<file path="config.mk">
export PLATFORM = sky130hd
export DESIGN_NAME = pll_lock_ctrl
export DESIGN_NICKNAME = d
export VERILOG_FILES = /design/src/rtl/pll_ctrl_pkg.sv /design/src/rtl/pll_lock_sync.sv /design/src/rtl/pll_lock_ctrl.sv
export SDC_FILE = /design/constraint.sdc
export NUM_CORES = 1
export LEC_CHECK = 0
export CELL_PAD_IN_SITES_DETAIL_PLACEMENT = 1
export CELL_PAD_IN_SITES_GLOBAL_PLACEMENT = 2
export CORE_MARGIN = 2
export CORE_UTILIZATION = 30
export DETAILED_ROUTE_END_ITERATION = 8
export PLACE_DENSITY = 0.7
export REMOVE_ABC_BUFFERS = 1
export SYNTH_ARGS = -nofsm -noshare
export SYNTH_HDL_FRONTEND = slang
export SYNTH_HIERARCHICAL = 1
export SYNTH_SLANG_ARGS = --single-unit
</file>
<file path="constraint.sdc">
create_clock -name clk -period 2.1 [get_ports clk]
set_input_delay 0.42 -clock clk [delete_from_list [all_inputs] [get_ports clk]]
set_output_delay 0.42 -clock clk [all_outputs]
set_load 0.02 [all_outputs]
</file>
<file path="src/rtl/pll_ctrl_pkg.sv">
// Shared types and helpers for the PLL lock controller and its lock synchronizer.
package pll_ctrl_pkg;

  typedef enum logic [2:0] {
    IDLE      = 3'd0,
    RESET     = 3'd1,
    WAIT_LOCK = 3'd2,
    SETTLE    = 3'd3,
    RUN       = 3'd4,
    FAIL      = 3'd5
  } pll_state_e;

  // Width of the shared down-counter: wide enough for the largest phase length.
  function automatic int cnt_width(input int rst_cycles, input int lock_timeout, input int gate_delay);
    int m;
    m = rst_cycles;
    if (lock_timeout > m) m = lock_timeout;
    if (gate_delay > m) m = gate_delay;
    return $clog2(m + 1);
  endfunction

endpackage

</file>
<file path="src/rtl/pll_lock_sync.sv">
// Two-flop synchronizer for an asynchronous PLL lock indication.
module pll_lock_sync (
  input  logic clk,
  input  logic rst,
  input  logic lock,
  output logic lock_sync
);

  logic meta_r;
  logic sync_r;

  // Metastability stage followed by the stable stage, both cleared by reset.
  always_ff @(posedge clk) begin
    if (rst) begin
      meta_r <= 1'b0;
      sync_r <= 1'b0;
    end else begin
      meta_r <= lock;
      sync_r <= meta_r;
    end
  end

  assign lock_sync = sync_r;

endmodule

</file>
<file path="src/rtl/pll_lock_ctrl.sv">
// PLL reset/lock sequencer: pulses the PLL reset, qualifies lock, then opens the output clock gate.
module pll_lock_ctrl
  import pll_ctrl_pkg::*;
#(
  parameter int RST_CYCLES   = 64,
  parameter int LOCK_FILTER  = 16,
  parameter int LOCK_TIMEOUT = 65536,
  parameter int GATE_DELAY   = 32,
  parameter int MAX_RETRY    = 3
) (
  input  logic                           clk,
  input  logic                           rst,
  input  logic                           en,
  input  logic                           pll_lock,
  output logic                           pll_rst,
  output logic                           clkout0_gate,
  output logic                           pll_ready,
  output logic                           pll_err,
  output logic                           lock_lost,
  output logic [$clog2(MAX_RETRY+1)-1:0] retry_cnt
);

  localparam int CW = cnt_width(RST_CYCLES, LOCK_TIMEOUT, GATE_DELAY);
  localparam int FW = $clog2(LOCK_FILTER + 1);
  localparam int RW = $clog2(MAX_RETRY + 1);

  localparam logic [CW-1:0] CNT_ZERO  = {CW{1'b0}};
  localparam logic [CW-1:0] RST_LOAD  = CW'(RST_CYCLES - 1);
  localparam logic [CW-1:0] TO_LOAD   = CW'(LOCK_TIMEOUT - 1);
  localparam logic [CW-1:0] GD_LOAD   = CW'(GATE_DELAY - 1);
  localparam logic [FW-1:0] FILT_MAX  = FW'(LOCK_FILTER);
  localparam logic [RW-1:0] RETRY_MAX = RW'(MAX_RETRY);

  logic           lock_s;
  pll_state_e     state_r, state_s;
  logic [CW-1:0]  cnt_r, cnt_s, cnt_dec_s;
  logic [FW-1:0]  filt_r, filt_s;
  logic [RW-1:0]  retry_r, retry_s, fail_retry_s;
  pll_state_e     fail_state_s;
  logic           pll_rst_r, gate_r, ready_r, err_r, lost_r;

  pll_lock_sync u_lock_sync (
    .clk       (clk),
    .rst       (rst),
    .lock      (pll_lock),
    .lock_sync (lock_s)
  );

  // Next state, counter loads and the outcome of a failed lock attempt.
  always_comb begin
    cnt_dec_s    = (cnt_r != CNT_ZERO) ? (cnt_r - CW'(1)) : CNT_ZERO;
    fail_state_s = (retry_r == RETRY_MAX) ? FAIL : RESET;
    fail_retry_s = (retry_r == RETRY_MAX) ? retry_r : (retry_r + RW'(1));
    state_s      = state_r;
    cnt_s        = cnt_dec_s;
    filt_s       = {FW{1'b0}};
    retry_s      = retry_r;
    if (!en) begin
      state_s = IDLE;
    end else begin
      case (state_r)
        IDLE: begin
          state_s = RESET;
          cnt_s   = RST_LOAD;
          retry_s = {RW{1'b0}};
        end
        RESET: begin
          if (cnt_r == CNT_ZERO) begin
            state_s = WAIT_LOCK;
            cnt_s   = TO_LOAD;
          end else begin
            state_s = RESET;
          end
        end
        WAIT_LOCK: begin
          // Qualification is checked before the timeout so it wins a tie.
          if (filt_r == FILT_MAX) begin
            state_s = SETTLE;
            cnt_s   = GD_LOAD;
          end else if (cnt_r == CNT_ZERO) begin
            state_s = fail_state_s;
            retry_s = fail_retry_s;
            cnt_s   = RST_LOAD;
          end else begin
            filt_s = lock_s ? (filt_r + FW'(1)) : {FW{1'b0}};
          end
        end
        SETTLE: begin
          if (!lock_s) begin
            state_s = fail_state_s;
            retry_s = fail_retry_s;
            cnt_s   = RST_LOAD;
          end else if (cnt_r == CNT_ZERO) begin
            state_s = RUN;
            retry_s = {RW{1'b0}};
          end else begin
            state_s = SETTLE;
          end
        end
        RUN: begin
          if (!lock_s) begin
            state_s = RESET;
            cnt_s   = RST_LOAD;
          end else begin
            state_s = RUN;
          end
        end
        FAIL: begin
          state_s = FAIL;
        end
        default: begin
          state_s = IDLE;
        end
      endcase
    end
  end

  // State, counters and outputs decoded from the next state so they move together.
  always_ff @(posedge clk) begin
    if (rst) begin
      state_r   <= IDLE;
      cnt_r     <= CNT_ZERO;
      filt_r    <= {FW{1'b0}};
      retry_r   <= {RW{1'b0}};
      pll_rst_r <= 1'b1;
      gate_r    <= 1'b0;
      ready_r   <= 1'b0;
      err_r     <= 1'b0;
      lost_r    <= 1'b0;
    end else begin
      state_r   <= state_s;
      cnt_r     <= cnt_s;
      filt_r    <= filt_s;
      retry_r   <= retry_s;
      pll_rst_r <= (state_s == IDLE) || (state_s == RESET) || (state_s == FAIL);
      gate_r    <= (state_s == RUN);
      ready_r   <= (state_s == RUN);
      err_r     <= (state_s == FAIL);
      lost_r    <= (state_r == RUN) && (state_s == RESET);
    end
  end

  assign pll_rst      = pll_rst_r;
  assign clkout0_gate = gate_r;
  assign pll_ready    = ready_r;
  assign pll_err      = err_r;
  assign lock_lost    = lost_r;
  assign retry_cnt    = retry_r;

endmodule

</file>
==> flow_summary.toml <==
[route]
wl_per_cell_um = 16.0
wirelength_um = 5410
drt_first_iter_violations = 55
via_count = 1749
vias_per_cell = 5.16
drtPass1Iterations = 4
antenna_left = 0
drcViolationCount = 0

[setup_path]
worstSetupPathType = "reg2reg"
cp.arrival_ns = 2.31
crit_required_ns = 2.33
r2r_cells = 6
endpoint = "lock_lost"
worstSetupStartpoint = "cnt_r[2]"
cp-start-kind = "flip-flop"
r2r-end = "lock_lost"
end_kind = "flip-flop"
path_max_fanout = 6
reg2reg_slack_ns = 0.02
r2r_start = "cnt_r[2]"

[timing]
timing.hold.ws_ns = 0.447
period_share_pct = 99.1
final-hold-violation-count = 0
slew_headroom_pct = 72.9
fmax_mhz = 481
tightest_slew_ns = 0.401
finalCriticalPeriod_ns = 2.08
grt_setup_unrepaired = "yes"
setup_viol = 0
finClkSkew_ns = 0.00802
drv_slew = 0

[clocking]
htree_levels = 2
root_buffer = "clkbuf_8"
cts_tree = "done"
max-clock-path-buffers = 2
clk_pin_slew_ns = 0.08
insertion_delay_ns = 0.29
cts_sinks = 33
cts_buffers = 5

[cells_and_area]
area_growth_pct = 25.4
layout-drive-gt1-share_pct = 19.7
num_antenna_cells = 0
finalInstanceArea_mm2 = 0.00233
fillers = 735
fin_nets = 272
stdcell_count = 339

[synth]
synth_edf_count = 0
yosysSeqAreaShare_pct = 35.6
yosys_warnings = 6
synth_top_cell_area_share_pct = 35.6
synth.most_common_cell = "dfxtp_1"
synthFlopType = "dfxtp_1"
syn-cell-area_mm2 = 0.00186
synth_common_cells = "33 x dfxtp_1, 24 x a21oi_1, 24 x nor2_1"
synth_cell_type_count = 52
async_flop_share_pct = 0
synth_cells = 227
syn_area_per_cell_um2 = 8.18
ys_ff_latch = 33
synth_top_cell_by_area = "dfxtp_1"
ys_top_cells_by_area = "dfxtp_1 36%, a21oi_1 6.5%, xnor2_1 5.2%"

[die]
die_h_um = 82.7
initial_core_util_pct = 31.2
core_area_mm2 = 0.00596
ios = 11
rows = 28
die_area_mm2 = 0.00683
die_x_um = 82.7

[power_and_ir_drop]
p_sw_uw = 600
power.leakage_nw = 0.867
p_per_area_mw_per_mm2 = 766
pwr-share-comb_pct = 30.8
p_int_mw = 1.18
power_frac_seq_pct = 40.6
swShare_pct = 33.6
irDropWorstVdd_mv = 0.298
pwr-share-clk_pct = 28.5

[global_route]
grt_pass1_vias = 1767
antenna_found_initial = 0
grt-ovfl-total = 0
grt_max_degree = 17
grt_pass1_wl_um = 8770
track_usage_pct = 17.3

[run_status]
status = "finished, final reports clean"

[place]
placedInstanceArea_mm2 = 0.00219
place_hpwl_um = 4010
placed_cells = 331
port_buffers = 10
place.gp.congestion = 0.807

[worst_hold_path]
min_path_type = "reg2reg"

[job]
drv_cap = 0
==> layout make-up <==
type	count	area (µm²)	area share, %
Clock buffer	6	82.6	3.55
Clock inverter	1	7.51	0.322
Inverter	10	37.5	1.61
Multi-Input combinational cell	175	1120	48.3
Sequential cell	33	662	28.4
Tap cell	75	93.8	4.03
Timing Repair Buffer	39	322	13.8
==> power groups by stage <==
stage               Sequential (mW)  Combinational [mW]  Clock (mW)
finish                        0.725               0.550       0.509
CTS                           0.719               0.526       0.531
floorplan                     0.736               0.309           0
global route                  0.733               0.611       0.557
detailed placement            0.733               0.516           0
global placement              0.731               0.510           0
==> worst min path at each step <==
stage | from | to | slack, ns | cells past startpoint
after floorplan | u_lock_sync/meta_r | u_lock_sync/lock_sync | 0.41 | 1
after global placement | u_lock_sync/meta_r | u_lock_sync/lock_sync | 0.42 | 1
after detailed placement | u_lock_sync/meta_r | u_lock_sync/lock_sync | 0.44 | 1
after CTS | u_lock_sync/meta_r | u_lock_sync/lock_sync | 0.46 | 1
after global routing | u_lock_sync/meta_r | u_lock_sync/lock_sync | 0.47 | 1
final | u_lock_sync/meta_r | u_lock_sync/lock_sync | 0.45 | 1
==> layout by cell type (no fill, tap or decap), types with 2 or more instances in the layout <==
master,n
a211oi_1,5
a21o_1,2
a21oi_1,24
and2_1,2
and2b_1,2
and4_1,3
buf_4,28
clkbuf_8,6
clkdlybuf4s50_1,10
dfxtp_1,32
ha_1,4
inv_1,10
nand2_1,10
nand2b_1,7
nand3_1,5
nand4_1,2
nor2_1,24
nor2b_1,4
nor3_1,14
nor4_2,2
o211ai_1,2
o21ai_0,10
o21ai_1,2
o22ai_1,3
o311a_1,2
xnor2_1,11
xor2_1,6
==> timing repair <==
action | 4_1_cts | 5_1_grt
setup endpoints to repair | 3 | 11
endpoints found under the hold margin | 0 | 0
pin swaps | 2 | 6
resized for setup | 1 | 10
hold buffers | 0 | 0
buffers inserted | 1 | 0
==> critical path, stage by stage, from the launching register on <==
cell	delay, ns
dfxtp_1	0.32
or4_4	0.54
or2_4	0.29
o311a_1	0.36
a21oi_2	0.14
and3_4	0.20
and4_1	0.17
==> per-layer routing <==
layer | routed length (µm) | up-vias | share of wire, % | track usage (%)
met1 | 2750 | 837 | 51 | 24.1
met4 | 64 | 0 | 1.2 | 4.92
met5 | 0 | - | 0 | 0
li1 | - | 885 | - | -
met2 | 2460 | 21 | 46 | 26.9
met3 | 134 | 6 | 2.5 | 3.48
==> sequential cells by signal, summed over array words and instances (netlist names) <==
register / count
filt_r: 5
pll_err: 1
state_r: 3
u_lock_sync/lock_sync: 1
lock_lost: 1
pll_ready: 1
retry_cnt: 2
cnt_r: 17
pll_rst: 1
u_lock_sync/meta_r: 1
==> cells by family after synthesis <==
family / Yosys count / share of synthesized area, %
AOI/OAI and AO/OA: 60 / 19.8
xor gates and xnor gates: 17 / 8.02
adders and majority gates: 4 / 2.70
buffers and inverters: 19 / 5.93
DFF: 33 / 35.6
and+or+nand+nor: 94 / 28.0
==> stage by stage <==
step | total power [mW] | worst slack (ns) | util (%) | setup TNS (ns)
2_1_floorplan | 1.05 | -0.0336 | - | -0.0336
3_3_place_gp | 1.24 | 0.0147 | 36.7 | 0
3_5_place_dp | 1.25 | -0.0402 | 36.7 | -0.0468
4_1_cts | 1.78 | 0.0139 | 38.4 | 0
5_1_grt | 1.90 | -0.0365 | 39.1 | -0.0378
6_report | 1.78 | 0.0198 | 39.1 | 0
Note: power is estimated with default switching activity, not from simulation.
